### src/rtl/pipeline_hazard_ctrl.sv
// Hazard/sequencing controller for the ID/EX boundary: RAW forwarding, load-use bubbles, multi-cycle ALU2 hold.
// Latency: all stall/flush/forward outputs are combinational; only the ALU2 FSM state and down-counter are registered.
// Backpressure: a busy multi-cycle op freezes PC, IF/ID and ID/EX and bubbles EX/MEM; a load-use hazard freezes PC and IF/ID and bubbles ID/EX.
module pipeline_hazard_ctrl #(
    parameter int                        REGISTER_SIZE  = 6,
    parameter int                        ALU_FUNCT_BITS = 3,
    parameter int                        MULTI_LATENCY  = 4,
    parameter logic [ALU_FUNCT_BITS-1:0] MULTI_OP_A     = 3'b110,
    parameter logic [ALU_FUNCT_BITS-1:0] MULTI_OP_B     = 3'b111
) (
    input  logic                      CLK,
    input  logic                      RST_N,
    // decode-stage sources
    input  logic [REGISTER_SIZE-1:0]  RsD,
    input  logic [REGISTER_SIZE-1:0]  RtD,
    input  logic [REGISTER_SIZE-1:0]  RuD,
    input  logic                      UseRsD,
    input  logic                      UseRtD,
    input  logic                      UseRuD,
    // execute-stage contents of ID/EX
    input  logic [REGISTER_SIZE-1:0]  RsE,
    input  logic [REGISTER_SIZE-1:0]  RtE,
    input  logic [REGISTER_SIZE-1:0]  RuE,
    input  logic                      ValidE,
    input  logic                      RegWriteE,
    input  logic                      MemReadE,
    input  logic [REGISTER_SIZE-1:0]  WriteRegE,
    input  logic [ALU_FUNCT_BITS-1:0] ALU2CntrlE,
    // later-stage writers
    input  logic                      RegWriteM,
    input  logic [REGISTER_SIZE-1:0]  WriteRegM,
    input  logic                      RegWriteW,
    input  logic [REGISTER_SIZE-1:0]  WriteRegW,
    // pipeline register controls
    output logic                      StallF,
    output logic                      StallD,
    output logic                      StallE,
    output logic                      FlushE,
    output logic                      FlushM,
    output logic [1:0]                ForwardAE,
    output logic [1:0]                ForwardBE,
    output logic [1:0]                ForwardCE,
    output logic                      ALU2BusyE,
    output logic                      ALU2DoneE
);

    // Operand select encodings for the EX-stage bypass muxes.
    localparam logic [1:0] FWD_RF  = 2'b00;
    localparam logic [1:0] FWD_MEM = 2'b10;
    localparam logic [1:0] FWD_WB  = 2'b01;

    // The counter holds the number of further busy cycles after the first one;
    // the start cycle itself is busy combinationally, and the cnt==0 cycle is the done cycle.
    localparam int         CNT_W    = 4;
    localparam logic [CNT_W-1:0] CNT_INIT =
        (MULTI_LATENCY > 1) ? CNT_W'(MULTI_LATENCY - 2) : '0;
    localparam logic       MULTI_EN = (MULTI_LATENCY > 1);

    localparam logic [REGISTER_SIZE-1:0] REG_ZERO = '0;

    typedef enum logic {
        ST_IDLE = 1'b0,
        ST_BUSY = 1'b1
    } alu2_state_t;

    alu2_state_t            state_q, state_d;
    logic [CNT_W-1:0]       cnt_q, cnt_d;

    logic                   is_multi_op;
    logic                   multi_start;
    logic                   busy_raw;
    logic                   done_raw;
    logic                   load_use;
    logic [1:0]             fwd_a, fwd_b, fwd_c;

    // Bypass select for one EX operand; the younger MEM result beats the older WB result,
    // and register 0 never forwards because it is hardwired to zero.
    function automatic logic [1:0] fwd_sel(
        input logic [REGISTER_SIZE-1:0] src,
        input logic                     wr_m,
        input logic [REGISTER_SIZE-1:0] reg_m,
        input logic                     wr_w,
        input logic [REGISTER_SIZE-1:0] reg_w
    );
        logic [1:0] sel;
        sel = FWD_RF;
        if (wr_m && (reg_m != REG_ZERO) && (reg_m == src)) begin
            sel = FWD_MEM;
        end else if (wr_w && (reg_w != REG_ZERO) && (reg_w == src)) begin
            sel = FWD_WB;
        end
        return sel;
    endfunction

    // Forwarding selects for the three EX operands.
    always_comb begin
        fwd_a = fwd_sel(RsE, RegWriteM, WriteRegM, RegWriteW, WriteRegW);
        fwd_b = fwd_sel(RtE, RegWriteM, WriteRegM, RegWriteW, WriteRegW);
        fwd_c = fwd_sel(RuE, RegWriteM, WriteRegM, RegWriteW, WriteRegW);
    end

    // Load in EX whose destination is read by the instruction in decode.
    always_comb begin
        load_use = 1'b0;
        if (ValidE && MemReadE && RegWriteE && (WriteRegE != REG_ZERO)) begin
            load_use = (UseRsD && (RsD == WriteRegE)) ||
                       (UseRtD && (RtD == WriteRegE)) ||
                       (UseRuD && (RuD == WriteRegE));
        end
    end

    // ALU2 sequencing: next state, counter and busy/done indications.
    always_comb begin
        state_d     = state_q;
        cnt_d       = cnt_q;
        done_raw    = 1'b0;
        is_multi_op = (ALU2CntrlE == MULTI_OP_A) || (ALU2CntrlE == MULTI_OP_B);
        multi_start = ValidE && (state_q == ST_IDLE) && is_multi_op && MULTI_EN;
        busy_raw    = multi_start || ((state_q == ST_BUSY) && (cnt_q != '0));

        case (state_q)
            ST_IDLE: begin
                if (multi_start) begin
                    state_d = ST_BUSY;
                    cnt_d   = CNT_INIT;
                end
            end
            ST_BUSY: begin
                if (cnt_q != '0) begin
                    cnt_d = cnt_q - CNT_W'(1);
                end else begin
                    // Final EX cycle: release ID/EX; the op that follows is judged
                    // from IDLE on the next cycle, so this op cannot retrigger itself.
                    done_raw = 1'b1;
                    state_d  = ST_IDLE;
                end
            end
            default: begin
                state_d = ST_IDLE;
                cnt_d   = '0;
            end
        endcase
    end

    // FSM state and counter registers with synchronous reset; reset aborts any op in flight.
    always_ff @(posedge CLK) begin
        if (!RST_N) begin
            state_q <= ST_IDLE;
            cnt_q   <= '0;
        end else begin
            state_q <= state_d;
            cnt_q   <= cnt_d;
        end
    end

    // Pipeline enable/clear controls; a busy op outranks load-use because ID/EX is frozen
    // and the load is re-examined once it is released.
    always_comb begin
        StallF    = 1'b0;
        StallD    = 1'b0;
        StallE    = 1'b0;
        FlushE    = 1'b0;
        FlushM    = 1'b0;
        ForwardAE = FWD_RF;
        ForwardBE = FWD_RF;
        ForwardCE = FWD_RF;
        ALU2BusyE = 1'b0;
        ALU2DoneE = 1'b0;

        if (!RST_N) begin
            // Keep bubbles flowing into EX and MEM while the core is held in reset.
            FlushE = 1'b1;
            FlushM = 1'b1;
        end else begin
            ForwardAE = fwd_a;
            ForwardBE = fwd_b;
            ForwardCE = fwd_c;
            ALU2BusyE = busy_raw;
            ALU2DoneE = done_raw;
            if (busy_raw) begin
                StallF = 1'b1;
                StallD = 1'b1;
                StallE = 1'b1;
                FlushM = 1'b1;
            end else if (load_use) begin
                StallF = 1'b1;
                StallD = 1'b1;
                FlushE = 1'b1;
            end
        end
    end

endmodule

### config.mk
export PLATFORM = sky130hd
export DESIGN_NAME = pipeline_hazard_ctrl
export DESIGN_NICKNAME = d
export VERILOG_FILES = /design/src/rtl/pipeline_hazard_ctrl.sv
export SDC_FILE = /design/constraint.sdc
export NUM_CORES = 1
export LEC_CHECK = 0
export ABC_AREA = 0
export CORE_ASPECT_RATIO = 1.5
export CORE_MARGIN = 2
export CORE_UTILIZATION = 36
export DETAILED_ROUTE_END_ITERATION = 10
export MAX_ROUTING_LAYER = met4
export PLACE_DENSITY = 0.93
export SLEW_MARGIN = 20
export SYNTH_ARGS = -nofsm -noshare
export SYNTH_HDL_FRONTEND = slang
export SYNTH_SLANG_ARGS = --single-unit
export TNS_END_PERCENT = 50
### constraint.sdc
create_clock -name CLK -period 4 [get_ports CLK]
set_input_delay 0.6 -clock CLK [delete_from_list [all_inputs] [get_ports CLK]]
set_output_delay 0.6 -clock CLK [all_outputs]
set_load 0.005 [all_outputs]
==> results of run 1 <==
-- path summary, 6_finish.rpt --
check | start | to | slack, ns | depth (start not counted)
worst max-delay path | WriteRegM[1] | ForwardAE[0] | 0.56 | 6
worst min-delay path | cnt_q[3] | cnt_q[3] | 0.47 | 2
worst max register to register | cnt_q[0] | cnt_q[1] | 2.32 | 6
worst min register to register | cnt_q[3] | cnt_q[3] | 0.47 | 2
-- Yosys cell counts (all sizes together) --
| library cell | n |
|---|---|
| xnor2 | 33 |
| xor2 | 21 |
| nand3 | 7 |
| nor4 | 7 |
| nand4 | 6 |
| and2 | 5 |
| dfxtp | 5 |
| nor3 | 5 |
| a21oi | 4 |
| inv | 4 |
| o21ai | 3 |
| or4 | 3 |
| a31oi | 2 |
| buf | 2 |
| nand2 | 2 |
| a21boi | 1 |
| and3 | 1 |
| clkbuf | 1 |
| ha | 1 |
| nand3b | 1 |
| nand4b | 1 |
| nor2 | 1 |
| nor2b | 1 |
| nor3b | 1 |
| o211a | 1 |
| o21a | 1 |
| o22a | 1 |
| o311ai | 1 |
| o31ai | 1 |
| o41ai | 1 |
| or3 | 1 |
-- cell type report --
class                      instances  area share
clock buffer                       4      0.0240
inverter                           4     0.00801
multi-input combinational        113       0.470
sequential                         5      0.0534
tap                               37      0.0247
timing repair buffer              79       0.420
-- sequential cells by signal (all words and copies together), names as in the netlist --
name,count
cnt_q,4
state_q,1
-- cell families after synthesis --
family	after synthesis	share of synthesized area
buffers and inverters	7	0.0333
AO/OA/AOI/OAI	16	0.126
XOR/XNOR	54	0.466
AND/OR/NAND/NOR	42	0.264
flip-flops	5	0.0986
adder cells (fa/ha/maj)	1	0.0123
-- layout by cell type (no fill, tap or decap) --
cell type / count
sky130_fd_sc_hd__nand3_1: 7
sky130_fd_sc_hd__o31ai_4: 1
sky130_fd_sc_hd__or3_1: 1
sky130_fd_sc_hd__nor2_1: 1
sky130_fd_sc_hd__nand4b_1: 1
sky130_fd_sc_hd__and3_1: 1
sky130_fd_sc_hd__nor2b_1: 1
sky130_fd_sc_hd__or4_1: 2
sky130_fd_sc_hd__o311ai_2: 1
sky130_fd_sc_hd__nand2_1: 2
sky130_fd_sc_hd__xnor2_1: 33
sky130_fd_sc_hd__o211a_1: 1
sky130_fd_sc_hd__inv_1: 4
sky130_fd_sc_hd__xor2_1: 21
sky130_fd_sc_hd__and2_1: 5
sky130_fd_sc_hd__clkbuf_8: 3
sky130_fd_sc_hd__ha_1: 1
sky130_fd_sc_hd__a21boi_0: 1
sky130_fd_sc_hd__o22a_1: 1
sky130_fd_sc_hd__nor4_1: 7
sky130_fd_sc_hd__or4_4: 1
sky130_fd_sc_hd__buf_4: 1
sky130_fd_sc_hd__o41ai_1: 1
sky130_fd_sc_hd__nor3b_1: 1
sky130_fd_sc_hd__nand3b_1: 1
sky130_fd_sc_hd__a31oi_1: 2
sky130_fd_sc_hd__a21oi_1: 4
sky130_fd_sc_hd__o21a_1: 1
sky130_fd_sc_hd__nand4_1: 6
sky130_fd_sc_hd__clkdlybuf4s50_1: 78
sky130_fd_sc_hd__clkbuf_1: 1
sky130_fd_sc_hd__o21ai_0: 3
sky130_fd_sc_hd__nor3_1: 2
sky130_fd_sc_hd__dfxtp_1: 5
sky130_fd_sc_hd__nor3_2: 3
-- per-layer routing --
layer,share of wire,routed length [um]
met1,0.32,1130
met2,0.56,1950
met5,0,0
met4,0.056,196
met3,0.064,224
-- worst max-delay path: cells and delay by family --
kind | cells | cell delay [ns]
and+or+nand+nor | 3 | 0.91
buffers and inverters | 2 | 1.08
AOI/OAI and AO/OA | 1 | 0.23
-- metrics by stage --
stage | worst slack [ns] | util | total power, uW | cell area, um^2 | hold WS, ns
after floorplan | 1.75 | - | 121 | 1010 | 0.444
after global placement | 0.623 | 0.684 | 219 | 1830 | 0.461
after detailed placement | 0.579 | 0.684 | 224 | 1830 | 0.465
after CTS | 0.570 | 0.701 | 316 | 1880 | 0.471
after global routing | 0.494 | 0.701 | 333 | 1880 | 0.490
final | 0.565 | 0.701 | 314 | 1880 | 0.472
-- power groups by stage --
stage / combinational, uW / clock [uW] / sequential, uW
2_1_floorplan: 65.5 / 0 / 55.4
3_3_place_gp: 163 / 0 / 55.9
3_5_place_dp: 168 / 0 / 56.0
4_1_cts: 168 / 93.0 / 55.3
5_1_grt: 180 / 97.1 / 55.6
6_report: 168 / 90.0 / 55.3
==> out/metrics.sh, run 1 <==
POST_CTS_BUFFERS=0
PLACEMENTROWS=23
TIMING.CRITICAL_PATH.FROM_TYPE='primary input'
REPORT.FINAL.SETUP_VIOL=0
TIMING.CRITICAL_PATH.SLOWEST_CELL_DELAY_NS=0.58
POST-DP-HPWL_UM=3150
VIA_PER_INST=5.23
PERIOD_SHARE=0.859
CRITICAL_PATH.SLOWEST_CELL='sky130_fd_sc_hd__or4_4'
SYNTH_AREA_UM2=1010
CRIT_TYPE='in -> out'
CLOCKBUFFERDEPTH=2
IO_BUFFER_COUNT=78
HOLD_PATH.CLASS='reg -> reg'
WIRE_LENGTH_OF_THE_FIRST_GLOBAL_ROUTING_PASS_UM=5550
NUMCTSBUFFERS=3
FLOORPLAN.DIE_AREA_UM2=3270
P_SEQ_FRAC=0.176
GRT_SETUP_UNREPAIRED='no'
CTS-RESIZED-GATES=0
LAYOUT_MIN_CYCLE_TIME_NS=3.44
ANT_NETS=0
SYNTH_LARGEST_AREA_CELL='sky130_fd_sc_hd__xnor2_1'
WORST_SLEW_MARGIN_REL=0.606
VDD_IR_DROP_MAX_V=0.000141
HOLD_VIOLATIONS=0
POWER_DENSITY_nW_PER_UM2=167
WORSTMARGINPINSLEW_NS=0.585
START_UTIL=0.379
POWER.CLOCK.FRACTION=0.287
NETLIST_TOP_CELLS_AREA='sky130_fd_sc_hd__xnor2_1 28%, sky130_fd_sc_hd__xor2_1 18%, sky130_fd_sc_hd__dfxtp_1 9.9%, sky130_fd_sc_hd__nor4_1 4.3%, sky130_fd_sc_hd__nand4_1 3.7%'
YS_WARN_COUNT=0
GLOBAL_ROUTE.OVERFLOW_TOTAL=0
CTS_HOLD_REPAIR.BUFFERS=0
TIMING.FINAL.MAX_SLEW_VIOLATIONS=0
PEAK_CLOCK_FREQUENCY_SUPPORTED_BY_TIMING_GHz=0.291
FINALWEIGHTEDCONGESTION=0.928
WORST_SETUP_HOLD_PATH_CLK_SLEW_NS=0.03
FINALNETCOUNT=274
SYNTHESIS.AREA_PER_INSTANCE_UM2=8.12
ROUTE.DETAILED.DRC=0
VIA_COUNT_OF_THE_FIRST_GLOBAL_ROUTING_PASS=1341
CP_MAX_FO=4
SYNTHCELLS=125
CRIT_ARRIVAL_NS=2.84
DR.PASS1.ITERS=4
POWER_SWITCHING_SHARE=0.287
SYNTH_CELL_TYPE_COUNT=33
CLOCK_SINKS=5
FINAL-INSTANCE-COUNT-EXCL-FILL=242
STATUS='finished, final reports clean'
GRT_UTIL_MET2=0.420
GRT_UTIL_ALL_LAYERS=0.235
NUMBER_OF_FLIP_FLOPS_AND_LATCHES_IN_THE_SYNTHESIZED_NETLIST=5
CTS-ROOT-BUF='sky130_fd_sc_hd__clkbuf_8'
FINAL.SETUP.TNS_NS=0
TIMING.CRITICAL_PATH.TO_TYPE='primary output'
ROUTE.FINAL.WIRE_LENGTH_UM=3510
SYN_NETS=193
GRT.BUSIEST_LAYER='met2'
GLOBALROUTEMET3UTIL=0.0471
USE_MET1=0.203
CRIT_PATH_FREQUENT_CELL='sky130_fd_sc_hd__clkdlybuf4s50_1'
MAXIMUM_NUMBER_OF_PINS_ON_ONE_NET_BEFORE_GLOBAL_ROUTE_REPAIR=15
CAP_VIOL_MAX_COUNT=0
IO_PINS=80
AVGROUTEDWIREPERCELL_UM=14.5
WORST-ENDPOINT-REQUIRED_NS=3.40
POWER.COMBINATIONAL.FRACTION=0.537
DETAILEDROUTE.FIRSTITERATIONVIOLATIONS=20
FINAL.SETUP_SKEW_NS=0.000396
DIE_HEIGHT_UM=69.0
AREA_GROWTH_PCT=84.8
GRT_ANTENNA_BEFORE_REPAIR=0
DP.CELLS=238
NFILLCELLS=201
SHARE_OF_CELLS_ABOVE_DRIVE_STRENGTH_1=0.0488
ANTENNA-DIODE-COUNT=0
CLOCK_INSERTION_DELAY_AT_THE_LATER_PIN_OF_THE_SKEW_REPORT_NS=0.21
SYNTHDOMINANTCELLAREASHARE=0.285
SYNTH-SEQ-AREA-SHARE=0.0986
FP.COREAREA_UM2=2680
TRITONCTS='yes'
INTERNAL_POWER_uW=223
AREA_TAKEN_BY_FLIP_FLOPS_AND_LATCHES_UM2=100
POWER.LEAKAGE_uW=0.000639
FLOORPLAN.DIE.WIDTH_UM=47.4
DETAILROUTE.VIA_COUNT=1265
AREA_TAKEN_BY_MULTI_INPUT_LOGIC_GATES_UM2=881
HTREEDEPTH=1
CRIT_CHAIN='clkdlybuf4s50_1 > or4_4 > o31ai_4 > nor4_1 > nor3_2 > clkdlybuf4s50_1'
NETSWITCHINGPOWER_uW=90.0
No activity file was read; power rests on OpenSTA's default activity.
==> run 2: changes to the inputs <==
Settings changed: CORE_UTILIZATION 36 to 30, PLACE_DENSITY 0.93 to 0.77.
Clock period 4 ns to 2.8 ns, I/O delays scaled along.
==> run 2 against run 1 <==
  * Flip-flop and latch count unchanged
  * Wire length is 12% higher
  * Worst hold slack better by 0.035 ns
  * Register-to-register slack worse by 1.2 ns
  * Clock-buffer cell count is the same
  * Cell count rose by 8.7%
==> out/metrics.sh, run 2 (synthesis gave the netlist of run 1 again) <==
MIN_FROM='cnt_q[3]'
VIA_COUNT_OF_THE_FIRST_GLOBAL_ROUTING_PASS=1357  # +1.2%
WIRE_LENGTH_OF_THE_FIRST_GLOBAL_ROUTING_PASS_UM=5840  # +5.2%
FINAL_COMMON_CELL='sky130_fd_sc_hd__clkdlybuf4s50_1'
CRIT_START='WriteRegE[1]'
CLOCKBUFFERDEPTH=2  # unchanged
CLOCK_SINKS=5  # unchanged
HTREEDEPTH=1  # unchanged
FINAL_CELL_MIX='69 x sky130_fd_sc_hd__clkdlybuf4s50_1, 33 x sky130_fd_sc_hd__xnor2_1, 21 x sky130_fd_sc_hd__xor2_1'
FP.COREAREA_UM2=3190  # +19%
CAP_VIOL_MAX_COUNT=0  # unchanged
P_TOTAL_uW=476  # +52%
BIGGEST_REGISTER='cnt_q'
CTS_HOLD_REPAIR.BUFFERS=0  # unchanged
MAXIMUM_NUMBER_OF_PINS_ON_ONE_NET_BEFORE_GLOBAL_ROUTE_REPAIR=14  # -1
CP.BUFFERS_INVERTERS=2  # unchanged
TIMING.CRITICAL_PATH.SLOWEST_CELL_DELAY_NS=0.53  # -0.05 ns
TIMING.CRITICAL_PATH.TO_TYPE='primary output'
FLOORPLAN.DIE_AREA_UM2=3870  # +19%
IO_BUFFER_COUNT=78  # unchanged
LAYOUT_MIN_CYCLE_TIME_NS=2.78
PLACEMENTROWS=25  # +8.7%
START_UTIL=0.318  # -0.0611
GRT_ANTENNA_BEFORE_REPAIR=0  # unchanged
FAMILY_WITH_THE_MOST_DELAY_ON_THE_WORST_PATH='buffers and inverters'
VIA_PER_INST=5.09  # -2.7%
REPORT.FINAL.SETUP_VIOL=0  # unchanged
POWER_DENSITY_nW_PER_UM2=232  # +39%
TRITONCTS='yes'
POWER.LEAKAGE_uW=0.000807  # +26%
GRT_SETUP_UNREPAIRED='yes'
AREA_GROWTH_PCT=102
NFILLCELLS=284  # +41%
ANTENNA-DIODE-COUNT=0  # unchanged
TIMING.CRITICAL_PATH.FROM_TYPE='primary input'
CRIT_CHAIN='clkdlybuf4s50_1 > xnor2_1 > nand4_1 > or4_1 > a31oi_1 > clkdlybuf4s50_1'
WORST_SLEW_MARGIN_REL=0.779  # +0.173
GRT_UTIL_ALL_LAYERS=0.204  # -0.0311
DETAILROUTE.VIA_COUNT=1338  # +5.8%
AVGROUTEDWIREPERCELL_UM=14.9  # +3.0%
WORSTMARGINPINSLEW_NS=0.329  # -0.256 ns
GLOBAL_ROUTE.OVERFLOW_TOTAL=0  # unchanged
HOLD_VIOLATIONS=0  # unchanged
WORST_SETUP_HOLD_PATH_CLK_SLEW_NS=0.04  # about the same
VDD_IR_DROP_MAX_V=0.000171  # +22%
TIMING.FINAL.MAX_SLEW_VIOLATIONS=0  # unchanged
ANT_NETS=0  # unchanged
FINALNETCOUNT=292  # +6.6%
CP_MAX_FO=2  # -2
FIN_AREA_UM2=2050  # +9.3%
PEAK_CLOCK_FREQUENCY_SUPPORTED_BY_TIMING_GHz=0.360
PLACED_AREA_UM2=1970  # +7.6%
UTILIZATION=0.642  # -0.0584
ROUTE.FINAL.WIRE_LENGTH_UM=3930  # +12%
CTS-ROOT-BUF='sky130_fd_sc_hd__clkbuf_8'
NUMCTSBUFFERS=3  # unchanged
DETAILEDROUTE.FIRSTITERATIONVIOLATIONS=50  # +150%
DIE_HEIGHT_UM=75.2  # +9.0%
CLOCK_INSERTION_DELAY_AT_THE_LATER_PIN_OF_THE_SKEW_REPORT_NS=0.22  # about the same
FINAL.SETUP_SKEW_NS=0.00297  # +0.00257 ns
POST-DP-HPWL_UM=3400  # +7.9%
CRIT_TYPE='in -> out'
STATUS='finished, final reports clean'
FINALWEIGHTEDCONGESTION=0.941  # +1.5%
NUMBER_OF_FLIP_FLOPS_UNDER_THE_LARGEST_REGISTER_NAME=4  # unchanged
REG_TOP3='cnt_q (4), state_q (1)'
CRIT_PATH_FREQUENT_CELL='sky130_fd_sc_hd__clkdlybuf4s50_1'
HOLD_PATH.CLASS='reg -> reg'
IO_PINS=80  # unchanged
REG2REG_FROM='cnt_q[0]'
CRITICAL_PATH.SLOWEST_CELL='sky130_fd_sc_hd__clkdlybuf4s50_1'
CRIT_ARRIVAL_NS=2.36  # -0.48 ns
DR.PASS1.ITERS=4  # unchanged
PERIOD_SHARE=0.992
R2R_SETUP_SLACK_NS=1.12  # -1.20 ns
FINAL.SETUP.TNS_NS=0  # unchanged
SHARE_OF_CELLS_ABOVE_DRIVE_STRENGTH_1=0.143  # +0.0947
ROUTE.DETAILED.DRC=0  # unchanged
FLOORPLAN.DIE.WIDTH_UM=51.5  # +8.7%
WORST-ENDPOINT-REQUIRED_NS=2.38  # -1.02 ns
-- run 2: metrics by stage --
stage	cells	worst slack (ns)	hold WS, ns
2_1_floorplan	125	0.779	0.444
3_3_place_gp	259	-0.0887	0.456
3_5_place_dp	259	-0.127	0.479
4_1_cts	263	-0.0305	0.479
5_1_grt	263	-0.0313	0.534
6_report	263	0.0221	0.507
-- run 2: layout make-up --
class,instances,area [um^2],share of cell area
repair buffers,97,935,0.456
flip-flops and latches,5,100,0.0488
inverters,4,15.0,0.00733
well taps,40,50.0,0.0244
clock buffers,4,45.0,0.0220
multi-input cells,113,905,0.441
-- run 2: repair_timing --
item,in CTS,in global routing
buffers inserted,0,0
pin swaps,0,2
setup endpoints to repair,6,6
gates resized for setup,4,9
cloned,0,0
-- run 2: path summary, 6_finish.rpt --
check | to | cells after the start
worst max-delay path | StallD | 6
worst min-delay path | cnt_q[3] | 2
worst max register to register | cnt_q[2] | 6
worst min register to register | cnt_q[3] | 2
-- run 2: power by group --
part           total, uW  internal [uW]  switching, uW  leakage [uW]
combinational        263            163           99.6      0.000744
sequential          79.8           75.5           4.29     0.0000407
clock                134           97.8           36.1     0.0000228
total                476            336            140      0.000807
-- run 2: routing by layer --
layer  vias to the layer above  share of wire  track usage
met4                         0          0.030       0.0936
met5                         -              0            -
met3                        13          0.072       0.0139
li1                        643              -            -
met2                        80           0.55        0.412
met1                       602           0.35        0.188
-- run 2: worst register-to-register path: stages, from the launching register on --
cell                      delay, ns
sky130_fd_sc_hd__dfxtp_1       0.40
sky130_fd_sc_hd__inv_1         0.07
sky130_fd_sc_hd__ha_1          0.21
sky130_fd_sc_hd__nor3b_2       0.18
sky130_fd_sc_hd__o21a_1        0.26
sky130_fd_sc_hd__or3_1         0.33
sky130_fd_sc_hd__a21oi_1       0.16
